### src/rtl/serial_adder_if.sv
// serial_adder_if
//   Operand/result bundle for the bit-serial adder.
//   master : drives start, a, b; observes busy, done, sum, cout, ovf
//   slave  : the adder itself (opposite directions)
interface serial_adder_if #(
  parameter int WIDTH = 8
);
  logic             start;
  logic [WIDTH-1:0] a;
  logic [WIDTH-1:0] b;
  logic             busy;
  logic             done;
  logic [WIDTH-1:0] sum;
  logic             cout;
  logic             ovf;

  modport master (
    output start, a, b,
    input  busy, done, sum, cout, ovf
  );

  modport slave (
    input  start, a, b,
    output busy, done, sum, cout, ovf
  );
endinterface

### src/rtl/serial_adder.sv
// serial_adder
//   Bit-serial WIDTH-bit adder. On an accepted start the operands are
//   latched and summed LSB-first through one full-adder cell and a carry
//   flop, one bit per clock. {cout, sum} and the signed overflow flag are
//   published together with a one-cycle done pulse.
// Ports
//   clk   : rising-edge clock
//   rst_n : synchronous active-low reset
//   bus   : serial_adder_if.slave (start, a, b in; busy, done, sum, cout, ovf out)
module serial_adder #(
  parameter int WIDTH = 8
) (
  input  logic           clk,
  input  logic           rst_n,
  serial_adder_if.slave  bus
);

  localparam int CW = $clog2(WIDTH);

  typedef enum logic [1:0] {
    IDLE,
    RUN,
    DONE
  } state_t;

  state_t           state;
  state_t           state_next;

  logic [WIDTH-1:0] a_sr;
  logic [WIDTH-1:0] b_sr;
  // Only WIDTH-1 partial bits need storing: the last bit goes straight
  // from the full adder into the result register.
  logic [WIDTH-2:0] psum;
  logic [WIDTH-1:0] psum_n;
  logic             carry;
  logic             c_next;
  logic             s_bit;
  logic [CW-1:0]    cnt;
  logic             last;
  logic             accept;

  logic [WIDTH-1:0] sum_q;
  logic             cout_q;
  logic             ovf_q;

  // Full-adder cell and control decode.
  always_comb begin
    s_bit  = a_sr[0] ^ b_sr[0] ^ carry;
    c_next = (a_sr[0] & b_sr[0]) | (a_sr[0] & carry) | (b_sr[0] & carry);
    psum_n = {s_bit, psum};
    last   = (cnt == CW'(WIDTH - 1));
    accept = bus.start && (state == IDLE || state == DONE);
  end

  // NOTE: sequential state uses non-blocking (<=) so every flop samples
  // pre-edge values; combinational blocks use blocking (=).
  always_ff @(posedge clk) begin
    if (!rst_n) state <= IDLE;
    else        state <= state_next;
  end

  // NOTE: next state gets a default before the case so no path leaves it
  // unassigned, which would infer a latch.
  always_comb begin
    state_next = state;
    case (state)
      IDLE:    if (accept) state_next = RUN;
      RUN:     if (last)   state_next = DONE;
      DONE:    state_next = accept ? RUN : IDLE;
      default: state_next = IDLE;
    endcase
  end

  // NOTE: the shift registers carry no reset; they are fully loaded on
  // every accept and nothing observes them before that.
  always_ff @(posedge clk) begin
    if (accept) begin
      a_sr <= bus.a;
      b_sr <= bus.b;
      psum <= '0;
    end else if (state == RUN) begin
      a_sr <= {1'b0, a_sr[WIDTH-1:1]};
      b_sr <= {1'b0, b_sr[WIDTH-1:1]};
      psum <= psum_n[WIDTH-1:1];
    end
  end

  // Carry, bit counter and the published result registers.
  always_ff @(posedge clk) begin
    if (!rst_n) begin
      carry  <= 1'b0;
      cnt    <= '0;
      sum_q  <= '0;
      cout_q <= 1'b0;
      ovf_q  <= 1'b0;
    end else if (accept) begin
      carry <= 1'b0;
      cnt   <= '0;
    end else if (state == RUN) begin
      carry <= c_next;
      cnt   <= cnt + 1'b1;
      if (last) begin
        // On the MSB, carry holds the carry into the MSB and c_next is
        // the carry out of it; their disagreement is signed overflow.
        sum_q  <= psum_n;
        cout_q <= c_next;
        ovf_q  <= carry ^ c_next;
      end
    end
  end

  assign bus.busy = (state == RUN);
  assign bus.done = (state == DONE);
  assign bus.sum  = sum_q;
  assign bus.cout = cout_q;
  assign bus.ovf  = ovf_q;

endmodule

### src/flat_wrapper.sv
// flat-port wrapper written by rule: the top's interface ports become plain ports
module serial_adder_flat 
#(
  parameter int WIDTH = 8
)
  (clk, rst_n, bus_start, bus_a, bus_b, bus_busy, bus_done, bus_sum, bus_cout, bus_ovf);
  serial_adder_if #(.WIDTH(WIDTH)) bus_i ();
  input  logic clk;
  input  logic rst_n;
  input wire logic [$bits(bus_i.start)-1:0] bus_start;
  input wire logic [$bits(bus_i.a)-1:0] bus_a;
  input wire logic [$bits(bus_i.b)-1:0] bus_b;
  output wire logic [$bits(bus_i.busy)-1:0] bus_busy;
  output wire logic [$bits(bus_i.done)-1:0] bus_done;
  output wire logic [$bits(bus_i.sum)-1:0] bus_sum;
  output wire logic [$bits(bus_i.cout)-1:0] bus_cout;
  output wire logic [$bits(bus_i.ovf)-1:0] bus_ovf;
  assign bus_i.start = bus_start;
  assign bus_i.a = bus_a;
  assign bus_i.b = bus_b;
  assign bus_busy = bus_i.busy;
  assign bus_done = bus_i.done;
  assign bus_sum = bus_i.sum;
  assign bus_cout = bus_i.cout;
  assign bus_ovf = bus_i.ovf;
  serial_adder #(.WIDTH(WIDTH)) u_core (.clk(clk), .rst_n(rst_n), .bus(bus_i));
endmodule
### config.mk
export PLATFORM = sky130hd
export DESIGN_NAME = serial_adder_flat
export DESIGN_NICKNAME = d
export VERILOG_FILES = /design/src/rtl/serial_adder_if.sv /design/src/rtl/serial_adder.sv /design/src/flat_wrapper.sv
export SDC_FILE = /design/constraint.sdc
export NUM_CORES = 1
export LEC_CHECK = 0
export CAP_MARGIN = 15
export CORE_ASPECT_RATIO = 1.1
export CORE_MARGIN = 2
export CORE_UTILIZATION = 32
export CTS_BUF_LIST = sky130_fd_sc_hd__clkbuf_4 sky130_fd_sc_hd__clkbuf_8 sky130_fd_sc_hd__clkbuf_16
export CTS_CLUSTER_SIZE = 25
export DETAILED_ROUTE_END_ITERATION = 10
export HOLD_SLACK_MARGIN = 0.06
export PLACE_DENSITY_LB_ADDON = 0.2
export SYNTH_ARGS = -nofsm -noshare
export SYNTH_HDL_FRONTEND = slang
export SYNTH_SLANG_ARGS = --single-unit
### constraint.sdc
create_clock -name clk -period 4.2 [get_ports clk]
set_clock_uncertainty 0.2 [all_clocks]
set_input_delay 0.84 -clock clk [delete_from_list [all_inputs] [get_ports clk]]
set_output_delay 0.84 -clock clk [all_outputs]
set_load 0.03 [all_outputs]
======== Word level (Yosys, flattened, before mapping) ========
Cells that the tools add are included.
word-level totals
  output and inout bits ................... 12
  word-level logic and storage cells ...... 40
  bits in registers ....................... 39
  input bits .............................. 19
operators by class
  eq/ne operators ......................... 5
  bitwise operators ....................... 10
  reductions and logical operators ........ 7
  muxes and demuxes ....................... 8
  add/sub/neg operators ................... 1
operators with widths
  kind                                                                   number
  8-bit 2-to-1 mux                                                       4
  2-bit one-hot mux with 3 select lines                                  1
  2-bit 2-to-1 mux                                                       2
  2-bit by 1-bit != test with 1-bit output, second input constant        2
  3-bit by 1-bit adder with 3-bit output, second input constant          1
  1-bit bitwise AND                                                      3
  3-bit equality test, second input constant                             1
  3-bit AND reduction                                                    1
  1-bit XOR                                                              3
  2-bit by 1-bit equality test with 1-bit output, second input constant  1
  2-bit equality test, second input constant                             1
  2-bit zero test                                                        1
  1-bit inverter                                                         2
  1-bit bitwise OR                                                       2
  2-bit AND reduction                                                    1
  2-bit nonzero test                                                     1
  2-bit OR reduction                                                     1
  1-bit logical AND                                                      1
  1-bit logical OR                                                       1
  1-bit 2-to-1 mux                                                       1

======== Logic depth before layout (Yosys ltp) ========
Gate-level depths: netlist of the first run.
  depth after elaboration ................. 5
  mapped depth ............................ 6
  depth with buffers taken out ............ 5

======== Worst setup path before layout of the first run ========
No wires, ideal clock.
  path type ............................... input port to flip-flop
  from .................................... input bus_start
  to ...................................... register u_core.a_sr[0], enable pin
  stages .................................. 4
  path buffers ............................ 1
  arrival time ............................ 1.478 ns
  data required time ...................... 3.636 ns
  setup slack ............................. 2.159 ns
  cell sequence ........................... nor2b_1 > buf_4 > nor2_4 > inv_1
between the ends
  word-level cells in the longest chain between the ends .. 2
ends and longest elaborated chain
  element                       line                source
  start: declaration            flat_wrapper.sv:10  input wire logic [$bits(bus_i.start)-1:0] bus_start;
  1-bit logical AND             serial_adder.sv:52  accept = bus.start && (state == IDLE || state == DONE);
  2-bit nonzero test (no line)  -
  end signal: assignment        serial_adder.sv:78  a_sr <= bus.a;
  end signal: assignment        serial_adder.sv:82  a_sr <= {1'b0, a_sr[WIDTH-1:1]};
  end: declaration              serial_adder.sv:29  logic [WIDTH-1:0] a_sr;
Every way passes these cells.
A chain may end at the register's enable or synchronous reset.

======== Final worst setup path of the first run ========
  from .................................... register u_core.state[0]
  to ...................................... output bus_busy
between the ends
  word-level cells in the longest chain between the ends .. 1
ends and longest elaborated chain
  element                                         line                 source
  start: declaration                              serial_adder.sv:26   state_t state;
  start signal: assignment                        serial_adder.sv:59   else state <= state_next;
  2-bit by 1-bit equality test with 1-bit output  serial_adder.sv:112  assign bus.busy = (state == RUN);
  end: declaration                                flat_wrapper.sv:13   output wire logic [$bits(bus_i.busy)-1:0] bus_busy;
Every way passes these cells.

==> flow_metrics.env, run 1 <==
export IMPL_hold_viol_final=0
export IMPL_avgSynthCellArea_um2=10.1
export IMPL_grt_max_degree=23
export IMPL_ant_nets=0
export IMPL_regArea_um2=941
export IMPL_synth_most_common_cell="nand2_1"
export IMPL_synthTopCellsByCount="nand2_1, dfxtp_1, nand3_1"
export IMPL_postCtsSetupBuffers=0
export IMPL_fill_cells=460
export IMPL_yosysSeqAreaShare_pct=60.0
export IMPL_portBuffers=30
export IMPL_cts_buffers=5
export IMPL_syn_to_final_growth_pct=29.1
export IMPL_cts_hold_buf=0
export IMPL_synth_flop_cell="dfxtp_1"
export IMPL_pwr_density_cell_mw_per_mm2=430
export IMPL_ys_ff_latch=39
export IMPL_min_path_type="reg -> reg"
export IMPL_use_met2_pct=16.4
export IMPL_required_ns=3.16
export IMPL_critPathMaxStageDelay_ns=0.69
export IMPL_use_met1_pct=13.2
export IMPL_fin_setup_tns_ns=0
export IMPL_slew_headroom_pct=54.6
export IMPL_syn_instance_count=155
export IMPL_fp_dieH_um=77.4
export IMPL_max_freq_mhz=363
export IMPL_crit_type="reg -> out"
export IMPL_drv_slew=0
export IMPL_rows=26
export IMPL_diodes=0
export IMPL_cts_tree="yes"
export IMPL_drive_above_1_share_pct=8.60
export IMPL_gr_usage_all_layers_pct=10.6
export IMPL_peakVddDrop_mv=0.252
export IMPL_grt_ovfl_total=0
export IMPL_grt_pass1_wl_mm=4.59
export IMPL_cp_max_fo=13
export IMPL_initialDrtViolationCount=35
export IMPL_synth_edff_count=16
export IMPL_post_route_min_period_ns=2.76
export IMPL_netlist_area_mm2=0.00157
export IMPL_crit_chain="nand2b_2 -> inv_4 -> clkdlybuf4s50_1"
export IMPL_die_width_um=70.7
export IMPL_timing_final_crit_share_pct=65.6
export IMPL_post_cts_resized=0
export IMPL_final_core_util_pct=43.2
export IMPL_die_area_mm2=0.00548
export IMPL_initial_core_util_pct=33.5
export IMPL_cts_root_buf="clkbuf_8"
export IMPL_dr_pass1_iters=4
export IMPL_drv_cap=0
export IMPL_wl_mm=2.74
export IMPL_num_vias=1084
export IMPL_start_kind="flip-flop"
export IMPL_hpwl_mm=1.97
export IMPL_cp_arrival_ns=1.72
export IMPL_synth_distinct_cells=27
export IMPL_core_mm2=0.00468
export IMPL_yosys_warnings=0
export IMPL_setup_viol=0
export IMPL_syn_num_nets=177
export IMPL_gp_congestion=0.711
export IMPL_yosysTopAreaCell="edfxtp_1"
export IMPL_synthTopCellsByArea="edfxtp_1, dfxtp_1, nand2_1"
export IMPL_clock_sinks=39
export IMPL_slowest_stage="clkdlybuf4s50_1"
export IMPL_clk_pin_slew_ns=0.07
export IMPL_h_tree_depth=2
export IMPL_use_met3_pct=3.64
export IMPL_busiest_layer="met2"
export IMPL_worst_pin_slew_ns=0.678
export IMPL_p_leak_nw=0.852
export IMPL_layout_nets=207
export IMPL_pin_count=31
export IMPL_clock_latency_ns=0.28
export IMPL_ctsLongestPathBuffers=2
export IMPL_async_flop_share_pct=0
export IMPL_first_global_vias=1032
export IMPL_post_drt_wl_per_cell_um=11.3
export IMPL_multiInputGateArea_um2=563
export IMPL_rsz0062_at_grt="false"
export IMPL_status="complete, no violations"
export IMPL_via_per_inst=4.48
export IMPL_antenna_found_initial=0
export IMPL_synth_top_area_share_pct=30.6
export IMPL_drc=0
export IMPL_end_kind="primary output"
[layer usage]
metal / wire [um] / vias to the layer above
met4: 40 / 0
met5: 0 / -
met1: 1290 / 475
met3: 156 / 4
li1: - / 575
met2: 1240 / 30
[worst max-delay path, delay by kind of cell, from the launching register on]
kind,cells,cell delay [ns]
simple gates,1,0.14
flops,1,0.44
buf+inv,2,0.85
[kinds of logic after synthesis]
family	synth area share, %
AOI/OAI and AO/OA	6.54
and+or+nand+nor	25.4
buffers and inverters	4.07
adders and majority gates	2.87
DFF	60.0
xor gates and xnor gates	1.12
[state kept, by name, indices dropped and copies added, names as in the netlist]
register,cells
u_core.bus.ovf,1
u_core.psum,7
u_core.a_sr,8
u_core.bus.cout,1
u_core.cnt,3
u_core.bus.sum,8
u_core.carry,1
u_core.state,2
u_core.b_sr,8
[path summary, 6_finish.rpt]
check / cells after the start / slack [ns] / endpoint / start
max: 3 / 1.44 / bus_busy / u_core.state[0]
min: 2 / 0.25 / u_core.bus.sum[4] / u_core.bus.sum[4]
max reg2reg: 4 / 2.35 / u_core.a_sr[5] / u_core.state[0]
min reg2reg: 2 / 0.25 / u_core.bus.sum[4] / u_core.bus.sum[4]
[stage by stage]
stage                     cells  area, um2  worst slack, ns  hold slack (ns)  power [mW]
after floorplan             155       1570             2.16            0.234       0.505
after global placement      234       1890             1.43            0.238       0.532
after detailed placement    234       1890             1.38            0.244       0.536
after CTS                   242       2020             1.42            0.255       0.880
after global routing        242       2020             1.35            0.266       0.911
final                       242       2020             1.44            0.248       0.871
[cell type report]
type	instances	area share (%)
flip-flops and latches	39	46.5
multi-input cells	106	27.8
repair buffers	31	15.2
clock buffers	7	5.01
well taps	56	3.46
clock inverters	1	1.48
inverters	2	0.495
[placed cells by master, fill, tap and decap left out, types with 3 or more instances in the layout]
master | synthesis | layout
a21oi_2 | 3 | 3
a22o_1 | 7 | 7
and2_1 | 4 | 4
clkbuf_8 | 0 | 5
clkdlybuf4s50_1 | 0 | 30
dfxtp_1 | 23 | 23
edfxtp_1 | 16 | 16
nand2_1 | 58 | 58
nand3_1 | 18 | 18
[report_power, final]
part | switching [mW] | internal [mW]
logic | 0.0453 | 0.0382
clock network | 0.125 | 0.220
registers | 0.0125 | 0.429
total | 0.183 | 0.688
No activity file was read; power rests on OpenSTA's default activity.
==> run 2: changes to the inputs <==
- clock period: 4.2 -> 2.3 ns (I/O delays scaled with it)
==> run 2 against run 1 <==
Effect of this change:
- utilization grew 0.45 points
- final area increased by 1.1%
- first-iteration DRC count down 5.7%
- critical path type unchanged
- largest power group unchanged
==> flow_metrics.env, run 2 (synthesis gave the netlist of run 1 again) <==
export IMPL_final_common_cell="nand2_1"
export IMPL_initial_core_util_pct=33.5
export IMPL_core_mm2=0.00468
export IMPL_post_route_min_period_ns=2.13
export IMPL_h_tree_depth=2
export IMPL_pwr_density_cell_mw_per_mm2=762
export IMPL_ant_nets=0
export IMPL_worst_pin_slew_ns=0.603
export IMPL_gp_congestion=0.690
export IMPL_slew_headroom_pct=59.8
export IMPL_dpl_cell_area_mm2=0.00192
export IMPL_first_global_vias=1161
export IMPL_min_path_type="reg -> reg"
export IMPL_wl_mm=2.83
export IMPL_drv_cap=0
export IMPL_pin_count=31
export IMPL_rows=26
export IMPL_clk_pin_slew_ns=0.08
export IMPL_max_freq_mhz=469
export IMPL_clock_latency_ns=0.29
export IMPL_postCtsSetupBuffers=0
export IMPL_portBuffers=30
export IMPL_via_per_inst=4.59
export IMPL_post_drt_wl_per_cell_um=11.6
export IMPL_cts_tree="yes"
export IMPL_p_leak_nw=0.863
export IMPL_dr_pass1_iters=4
export IMPL_whs_ns=0.250
export IMPL_die_area_mm2=0.00548
export IMPL_drive_above_1_share_pct=9.57
export IMPL_fin_setup_tns_ns=0
export IMPL_crit_type="reg -> out"
export IMPL_cts_root_buf="clkbuf_8"
export IMPL_rsz0062_at_grt="false"
export IMPL_ctsLongestPathBuffers=2
export IMPL_post_cts_resized=1
export IMPL_cts_hold_buf=0
export IMPL_setup_viol=0
export IMPL_num_vias=1120
export IMPL_mostFrequentLayoutCells="nand2_1, clkdlybuf4s50_1, dfxtp_1"
export IMPL_layout_nets=209
export IMPL_timing_final_crit_share_pct=92.8
export IMPL_hpwl_mm=2.02
export IMPL_grt_ovfl_total=0
export IMPL_fp_dieH_um=77.4
export IMPL_grt_pass1_wl_mm=5.21
export IMPL_status="complete, no violations"
export IMPL_cts_buffers=5
export IMPL_start_kind="flip-flop"
export IMPL_initialDrtViolationCount=33
export IMPL_gr_usage_all_layers_pct=12.0
export IMPL_required_ns=1.64
export IMPL_grt_max_degree=23
export IMPL_fin_area_mm2=0.00204
export IMPL_end_kind="primary output"
export IMPL_drc=0
export IMPL_clock_sinks=39
export IMPL_peakVddDrop_mv=0.345
export IMPL_syn_to_final_growth_pct=30.4
export IMPL_die_width_um=70.7
export IMPL_antenna_found_initial=0
export IMPL_cp_arrival_ns=1.47
export IMPL_diodes=0
export IMPL_cp_max_fo=6
export IMPL_drv_slew=0
export IMPL_hold_viol_final=0
[run 2: path summary, 6_finish.rpt]
| kind | from | endpoint | slack (ns) | cells past startpoint |
|---|---|---|---|---|
| min | u_core.bus.sum[7] | u_core.bus.sum[7] | 0.25 | 2 |
| max reg2reg | u_core.cnt[0] | u_core.bus.ovf | 0.62 | 5 |
| min reg2reg | u_core.bus.sum[7] | u_core.bus.sum[7] | 0.25 | 2 |
| max | u_core.state[0] | bus_done | 0.17 | 2 |
[run 2: critical path, cell delays in order, from the launching register on]
cell and delay (ns):
dfxtp_1 0.37, nor2b_1 0.13, clkdlybuf4s50_1 0.69
[run 2: layer usage]
layer | vias to the layer above | GRT usage [%] | wire, um
met4 | 0 | 5.09 | 23
met2 | 32 | 18.3 | 1270
met3 | 2 | 4.03 | 148
li1 | 582 | - | -
met5 | - | 0 | 0
met1 | 504 | 15.4 | 1380
[run 2: final cells by class]
| type | instances | area (um2) |
|---|---|---|
| sequential | 39 | 941 |
| multi-input combinational | 106 | 563 |
| inverter | 2 | 10.0 |
| timing repair buffer | 33 | 334 |
| tap | 56 | 70.1 |
| clock buffer | 7 | 119 |
| fill | 470 | 2640 |
| clock inverter | 1 | 7.51 |
[run 2: through the flow]
stage / setup WS (ns) / cells / total power [mW] / utilization, %
after floorplan: 0.639 / 155 / 0.922 / -
after global placement: 0.237 / 236 / 0.982 / 41.0
after detailed placement: 0.222 / 236 / 0.987 / 41.0
after CTS: 0.145 / 244 / 1.58 / 43.6
after global routing: 0.104 / 244 / 1.63 / 43.6
final: 0.167 / 244 / 1.56 / 43.6
[run 2: power by group]
part           internal, mW  switching (mW)  total (mW)
clock                 0.345           0.244       0.589
combinational        0.0765          0.0834       0.160
sequential            0.784          0.0245       0.808
total                  1.21           0.352        1.56
